$ cat src/rtl/nvm_arbiter.sv
// Round-robin arbiter sharing one single-port NVM array between instruction fetch and load/store,
// with a fixed programming lock after each write. Define NVM_WR_PROTECT_EN to reject writes below PROT_LIMIT.
module nvm_arbiter #(
    parameter int          ADDR_WIDTH   = 32,
    parameter int          DATA_WIDTH   = 32,
    parameter int          WRITE_CYCLES = 4,
    parameter int unsigned PROT_LIMIT   = 'h100
) (
    input  logic                  clk,
    input  logic                  rst,
    input  logic                  if_req,
    input  logic [ADDR_WIDTH-1:0] if_addr,
    output logic                  if_gnt,
    output logic                  if_rvalid,
    output logic [DATA_WIDTH-1:0] if_rdata,
    input  logic                  ls_req,
    input  logic                  ls_we,
    input  logic [ADDR_WIDTH-1:0] ls_addr,
    input  logic [DATA_WIDTH-1:0] ls_wdata,
    output logic                  ls_gnt,
    output logic                  ls_rvalid,
    output logic [DATA_WIDTH-1:0] ls_rdata,
    output logic                  ls_wdone,
    output logic                  ls_err,
    output logic                  mem_we,
    output logic [ADDR_WIDTH-1:0] mem_addr,
    output logic [DATA_WIDTH-1:0] mem_wd,
    input  logic [DATA_WIDTH-1:0] mem_rd,
    output logic                  busy
);

    localparam logic [7:0]            ProgInit    = 8'(WRITE_CYCLES - 1);
    localparam bit                    SingleCycle = (WRITE_CYCLES == 1);
    localparam logic [ADDR_WIDTH-1:0] ProtLimit   = ADDR_WIDTH'(PROT_LIMIT);
`ifdef NVM_WR_PROTECT_EN
    localparam bit                    ProtEn      = 1'b1;
`else
    localparam bit                    ProtEn      = 1'b0;
`endif

    typedef enum logic {
        IDLE,
        PROG
    } state_e;

    state_e                state_q, state_d;
    logic [7:0]            cnt_q, cnt_d;
    logic                  prefLs_q, prefLs_d;
    logic [ADDR_WIDTH-1:0] lastAddr_q;
    logic                  ifRvalid_q, lsRvalid_q;
    logic [DATA_WIDTH-1:0] ifRdata_q, lsRdata_q;
    logic                  wdone_q, wdone_d;
    logic                  err_q;
    logic                  lsWrite, writeBlocked, doWrite;

    // prefLs_q set means load/store wins the next tie because fetch was granted last.
    always_comb begin
        state_d      = state_q;
        cnt_d        = cnt_q;
        prefLs_d     = prefLs_q;
        wdone_d      = 1'b0;
        if_gnt       = 1'b0;
        ls_gnt       = 1'b0;
        lsWrite      = 1'b0;
        writeBlocked = 1'b0;
        doWrite      = 1'b0;

        if (!rst && state_q == IDLE) begin
            if (if_req && (!ls_req || !prefLs_q)) begin
                if_gnt = 1'b1;
            end else if (ls_req) begin
                ls_gnt = 1'b1;
            end
        end

        lsWrite      = ls_gnt & ls_we;
        writeBlocked = lsWrite & ProtEn & (ls_addr < ProtLimit);
        doWrite      = lsWrite & ~writeBlocked;

        if (if_gnt) begin
            prefLs_d = 1'b1;
        end else if (ls_gnt) begin
            prefLs_d = 1'b0;
        end

        case (state_q)
            IDLE: begin
                if (doWrite) begin
                    if (SingleCycle) begin
                        wdone_d = 1'b1;
                    end else begin
                        state_d = PROG;
                        cnt_d   = ProgInit;
                    end
                end
            end
            PROG: begin
                cnt_d = cnt_q - 8'd1;
                if (cnt_q == 8'd1) begin
                    state_d = IDLE;
                    wdone_d = 1'b1;
                end
            end
            default: state_d = IDLE;
        endcase

        mem_we   = doWrite;
        mem_wd   = doWrite ? ls_wdata : '0;
        mem_addr = if_gnt ? if_addr : (ls_gnt ? ls_addr : lastAddr_q);
    end

    always_ff @(posedge clk) begin
        if (rst) begin
            state_q    <= IDLE;
            cnt_q      <= '0;
            prefLs_q   <= 1'b0;
            lastAddr_q <= '0;
            ifRvalid_q <= 1'b0;
            lsRvalid_q <= 1'b0;
            ifRdata_q  <= '0;
            lsRdata_q  <= '0;
            wdone_q    <= 1'b0;
            err_q      <= 1'b0;
        end else begin
            state_q    <= state_d;
            cnt_q      <= cnt_d;
            prefLs_q   <= prefLs_d;
            lastAddr_q <= mem_addr;
            ifRvalid_q <= if_gnt;
            lsRvalid_q <= ls_gnt & ~ls_we;
            wdone_q    <= wdone_d;
            err_q      <= writeBlocked;
            if (if_gnt) begin
                ifRdata_q <= mem_rd;
            end
            if (ls_gnt && !ls_we) begin
                lsRdata_q <= mem_rd;
            end
        end
    end

    assign if_rvalid = ifRvalid_q;
    assign if_rdata  = ifRdata_q;
    assign ls_rvalid = lsRvalid_q;
    assign ls_rdata  = lsRdata_q;
    assign ls_wdone  = wdone_q;
    assign ls_err    = err_q;
    assign busy      = (state_q == PROG);

endmodule

$ cat config.mk
export PLATFORM = sky130hd
export DESIGN_NAME = nvm_arbiter
export DESIGN_NICKNAME = d
export VERILOG_FILES = /design/src/rtl/nvm_arbiter.sv
export SDC_FILE = /design/constraint.sdc
export NUM_CORES = 1
export LEC_CHECK = 0
export ABC_CLOCK_PERIOD_IN_PS = 2600
export CORE_MARGIN = 2
export CORE_UTILIZATION = 35
export CTS_BUF_LIST = sky130_fd_sc_hd__clkbuf_8
export CTS_CLUSTER_DIAMETER = 50
export CTS_CLUSTER_SIZE = 30
export DETAILED_ROUTE_END_ITERATION = 8
export PLACE_DENSITY = 0.81
export SLEW_MARGIN = 20
export SYNTH_ARGS = -nofsm -noshare
export SYNTH_HDL_FRONTEND = slang
export SYNTH_SLANG_ARGS = --single-unit
$ cat constraint.sdc
create_clock -name clk -period 2.6 [get_ports clk]
set_input_delay 0.52 -clock clk [delete_from_list [all_inputs] [get_ports clk]]
set_output_delay 0.52 -clock clk [all_outputs]
set_load 0.01 [all_outputs]
==> summary.md, run 1 <==
| Metric | Value |
|---|---|
| Status | `complete, but fails checks` |
| Failing checks | `setup timing` |
| HPWL Detailed | `about 12,000 um` |
| Fin util | `0.655` |
| Area Growth Syn to Fin | `83.0%` |
| GRT Util Overall | `0.233` |
| Initial antenna violation count | `0` |
| Worst-path fanout max | `10` |
| Via/cell ratio | `between 4 and 5` |
| Worst clock skew | `0.0127 ns` |
| Area leader, netlist | `dfxtp_1` |
| Netlist cell types | `37` |
| Post-Syn Instances | `approximately 580` |
| Async set-reset flop share out of synthesis | `0` |
| Crit Reg-Reg Endpoint | `lastAddr_q[21]` |
| Post-route worst setup slack | `-0.0374 ns` |
| Largest net degree at the start of global routing | `110` |
| FF-to-FF setup slack | `0.19 ns` |
| CTS Root Cell | `clkbuf_8` |
| #FFs+latches synth | `~110` |
| Max Clk Rate | `379 MHz` |
| Syn_area_per_cell | `between 7 and 8 sq um` |
| CTS tree | `yes` |
| WHS Endpoint | `ls_rdata[4]` |
| Number of global-route vias before repair | `5,055` |
| Skew-Pair Late Insertion Delay | `~0.37 ns` |
| Top FF cell, synth | `dfxtp_1` |
| ANT cells | `0` |
| Logic pwr share | `0.259` |
| Hold Path Class | `flip-flop to flip-flop` |
| Gr ovfl total | `0` |
| Fin. Hold Viols | `0` |
| Top-Level Pins | `269` |
| Hold_buf cts | `0` |
| Row Count | `41` |
| 1st-iter DRT viols | `343` |
| CP Data Arrival Time | `2.12 ns` |
| Chip Width | `117 um` |
| Sw Ratio | `0.273` |
| LEAKAGE | `3.64 nW` |
| Reg2reg start | `busy` |
| Top cells by count, synth | `nand2_1, dfxtp_1, a21oi_1, and3_1, nand2b_1` |
| Die span in y | `117 um` |
| Clk pwr share | `0.275` |
| Core Footprint | `12,600 sq um` |
| Syn_nets | `717` |
| Post-Syn Area | `4500 sq um` |
| Vias | `~5,300` |
| Sequential area share after synthesis | `0.485` |
| H-tree depth | `3` |
| Worst Path Class, Setup | `primary input to output port` |
| Syn. warnings | `0` |
| Total CTS buffers | `9` |
| Sum Neg Setup Slack | `-0.0420 ns` |
| Worst path required time | `~2.1 ns` |
| Worst reg2reg path depth | `15` |
| Max cap viols | `0` |
| Crit. End Element | `output port` |
| Max Transition Viols Final | `0` |
| Port Buffer Count | `267` |
| Maximum vdd drop | `between 0.0002 and 0.00025 V` |
| Clock Sinks | `109` |
| Top-count cell post-synth | `nand2_1` |
| Measured slew at the worst slew-check pin | `1.06 ns` |
| Layout Nets | `1,052` |
| Cell Int Power | `0.00285 W` |
| Hold depth | `2` |
| Routed len/inst | `around 15 um` |
| Routability congestion estimate from global placement | `slightly above 0.9` |
| Die Area | `between 10,000 and 15,000 sq um` |
| Period minus WS final | `2.64 ns` |
| RSZ-0062 raised after global routing | `true` |
| Seq pwr share | `0.466` |
| Max_slew headroom | `0.296` |
| Area after DPL | `between 7000 and 8000 sq um` |
| Initial core utilization | `0.358` |
| Crit path launch type | `primary input` |
| Reg clk slew, reported paths | `around 0.10 ns` |
| CTS Buffer Depth | `2` |
| Post-route ant nets | `0` |
| Share of cells above drive strength 1 | `0.138` |
| NetSw | `0.00107 W` |
| Drt drc | `0` |
| Synth area leaders | `dfxtp_1, nand2_1, and3_1` |
| Final setup viols | `4` |
| Drt pass-1 iters | `5` |
| Pwr dens | `476 nW/um^2` |
| Number of flops mapped to enable cells by yosys | `0` |
| Post-route cell area | `just over 8000 sq um` |
| First-pass GRT wire length | `between 20,000 and 30,000 um` |
| Yosys top cell area share | `0.485` |
| Hold_sp | `ls_rdata[4]` |
| Period utilisation layout | `1.01` |
| Detailed Route WL | `16,700 um` |
[cell type report]
class	instances	area, sq um
Tap cell	172	215
Clock inverter	6	70.1
Clock buffer	10	138
Inverter	8	30.0
Multi-Input combinational cell	421	2100
Sequential cell	109	2180
Timing Repair Buffer	368	3490
Fill cell	1053	4340
[cells by family after synthesis]
kind of cell	after synthesis	share of synthesized area
AO/OA/AOI/OAI	112	0.140
adder cells (fa/ha/maj)	2	0.00556
buffers and inverters	52	0.0517
flip-flops	109	0.485
other	1	0.000834
AND/OR/NAND/NOR	306	0.316
[sequential cells by signal (all words and copies together), names as in the netlist]
register and cells:
lastAddr_q 32, if_rvalid 1, ls_rdata 32, if_rdata 32, busy 1, prefLs_q 1, cnt_q 8, ls_wdone 1
ls_rvalid 1
[what timing repair did]
item,4_1_cts,5_1_grt
resized for setup,41,18
pin swaps,4,4
setup endpoints to repair,65,35
setup buffers,22,2
gates cloned,1,0
[layout by cell type (no fill, tap or decap), types with 3 or more instances in the layout]
cell type / synthesis / final
inv_1: 8 / 8
dlymetal6s2s_1: 0 / 12
clkdlybuf4s50_1: 0 / 218
buf_4: 3 / 96
nand4b_1: 3 / 3
a222oi_1: 3 / 3
nor2_1: 5 / 5
a31oi_1: 30 / 30
nand2_1: 186 / 186
a21oi_1: 37 / 37
nand2b_1: 35 / 35
nand3_1: 29 / 29
o21ai_0: 34 / 34
dfxtp_1: 109 / 108
dlygate4sd2_1: 0 / 32
and3_1: 35 / 33
clkbuf_8: 0 / 10
buf_12: 0 / 4
[worst max-delay path, cell delays in order]
cell             delay (ns)
dlygate4sd2_1          0.26
nand2b_1               0.10
and3_4                 0.30
buf_4                  0.21
nand2_1                0.09
nand3_1                0.08
clkdlybuf4s50_1        0.55
[metal layers]
metal / wire length (um) / GRT usage / vias to the layer above
li1: - / - / 2625
met1: 7030 / 0.287 / 2440
met2: 8430 / 0.402 / 155
met3: 798 / 0.0428 / 30
met4: 471 / 0.0926 / 0
met5: 0 / 0 / -
[through the flow]
stage / cells / hold WS [ns] / setup WS [ns] / total power, W
after floorplan: 582 / 0.441 / 0.579 / 0.00220
after global placement: 1053 / 0.441 / -0.378 / 0.00282
after detailed placement: 1053 / 0.446 / -0.399 / 0.00284
after CTS: 1092 / 0.460 / -0.0343 / 0.00393
after global routing: 1094 / 0.479 / -0.109 / 0.00410
final: 1094 / 0.457 / -0.0374 / 0.00391
[how the worst max path moves through the flow]
stage / endpoint / slack [ns] / from
after floorplan: mem_addr[29] / 0.58 / busy
final: mem_addr[24] / -0.04 / if_req
after CTS: mem_addr[24] / -0.03 / prefLs_q
after global routing: mem_addr[24] / -0.11 / if_req
after global placement: mem_addr[13] / -0.38 / ls_req
after detailed placement: mem_addr[13] / -0.40 / ls_req
[power groups by stage]
stage | registers, W | logic (W) | clock network [W]
after floorplan | 0.00188 | 0.000321 | 0
after global placement | 0.00186 | 0.000963 | 0
after detailed placement | 0.00186 | 0.000975 | 0
after CTS | 0.00183 | 0.00101 | 0.00110
after global routing | 0.00184 | 0.00109 | 0.00116
final | 0.00182 | 0.00101 | 0.00107
Note: power is estimated with default switching activity, not from simulation.
==> run 2, diff against run 1 <==
CTS_CLUSTER_DIAMETER = 150   (was 50)
==> results of run 2 <==
The final DEF is identical to that of run 1; final timing and power are the same.
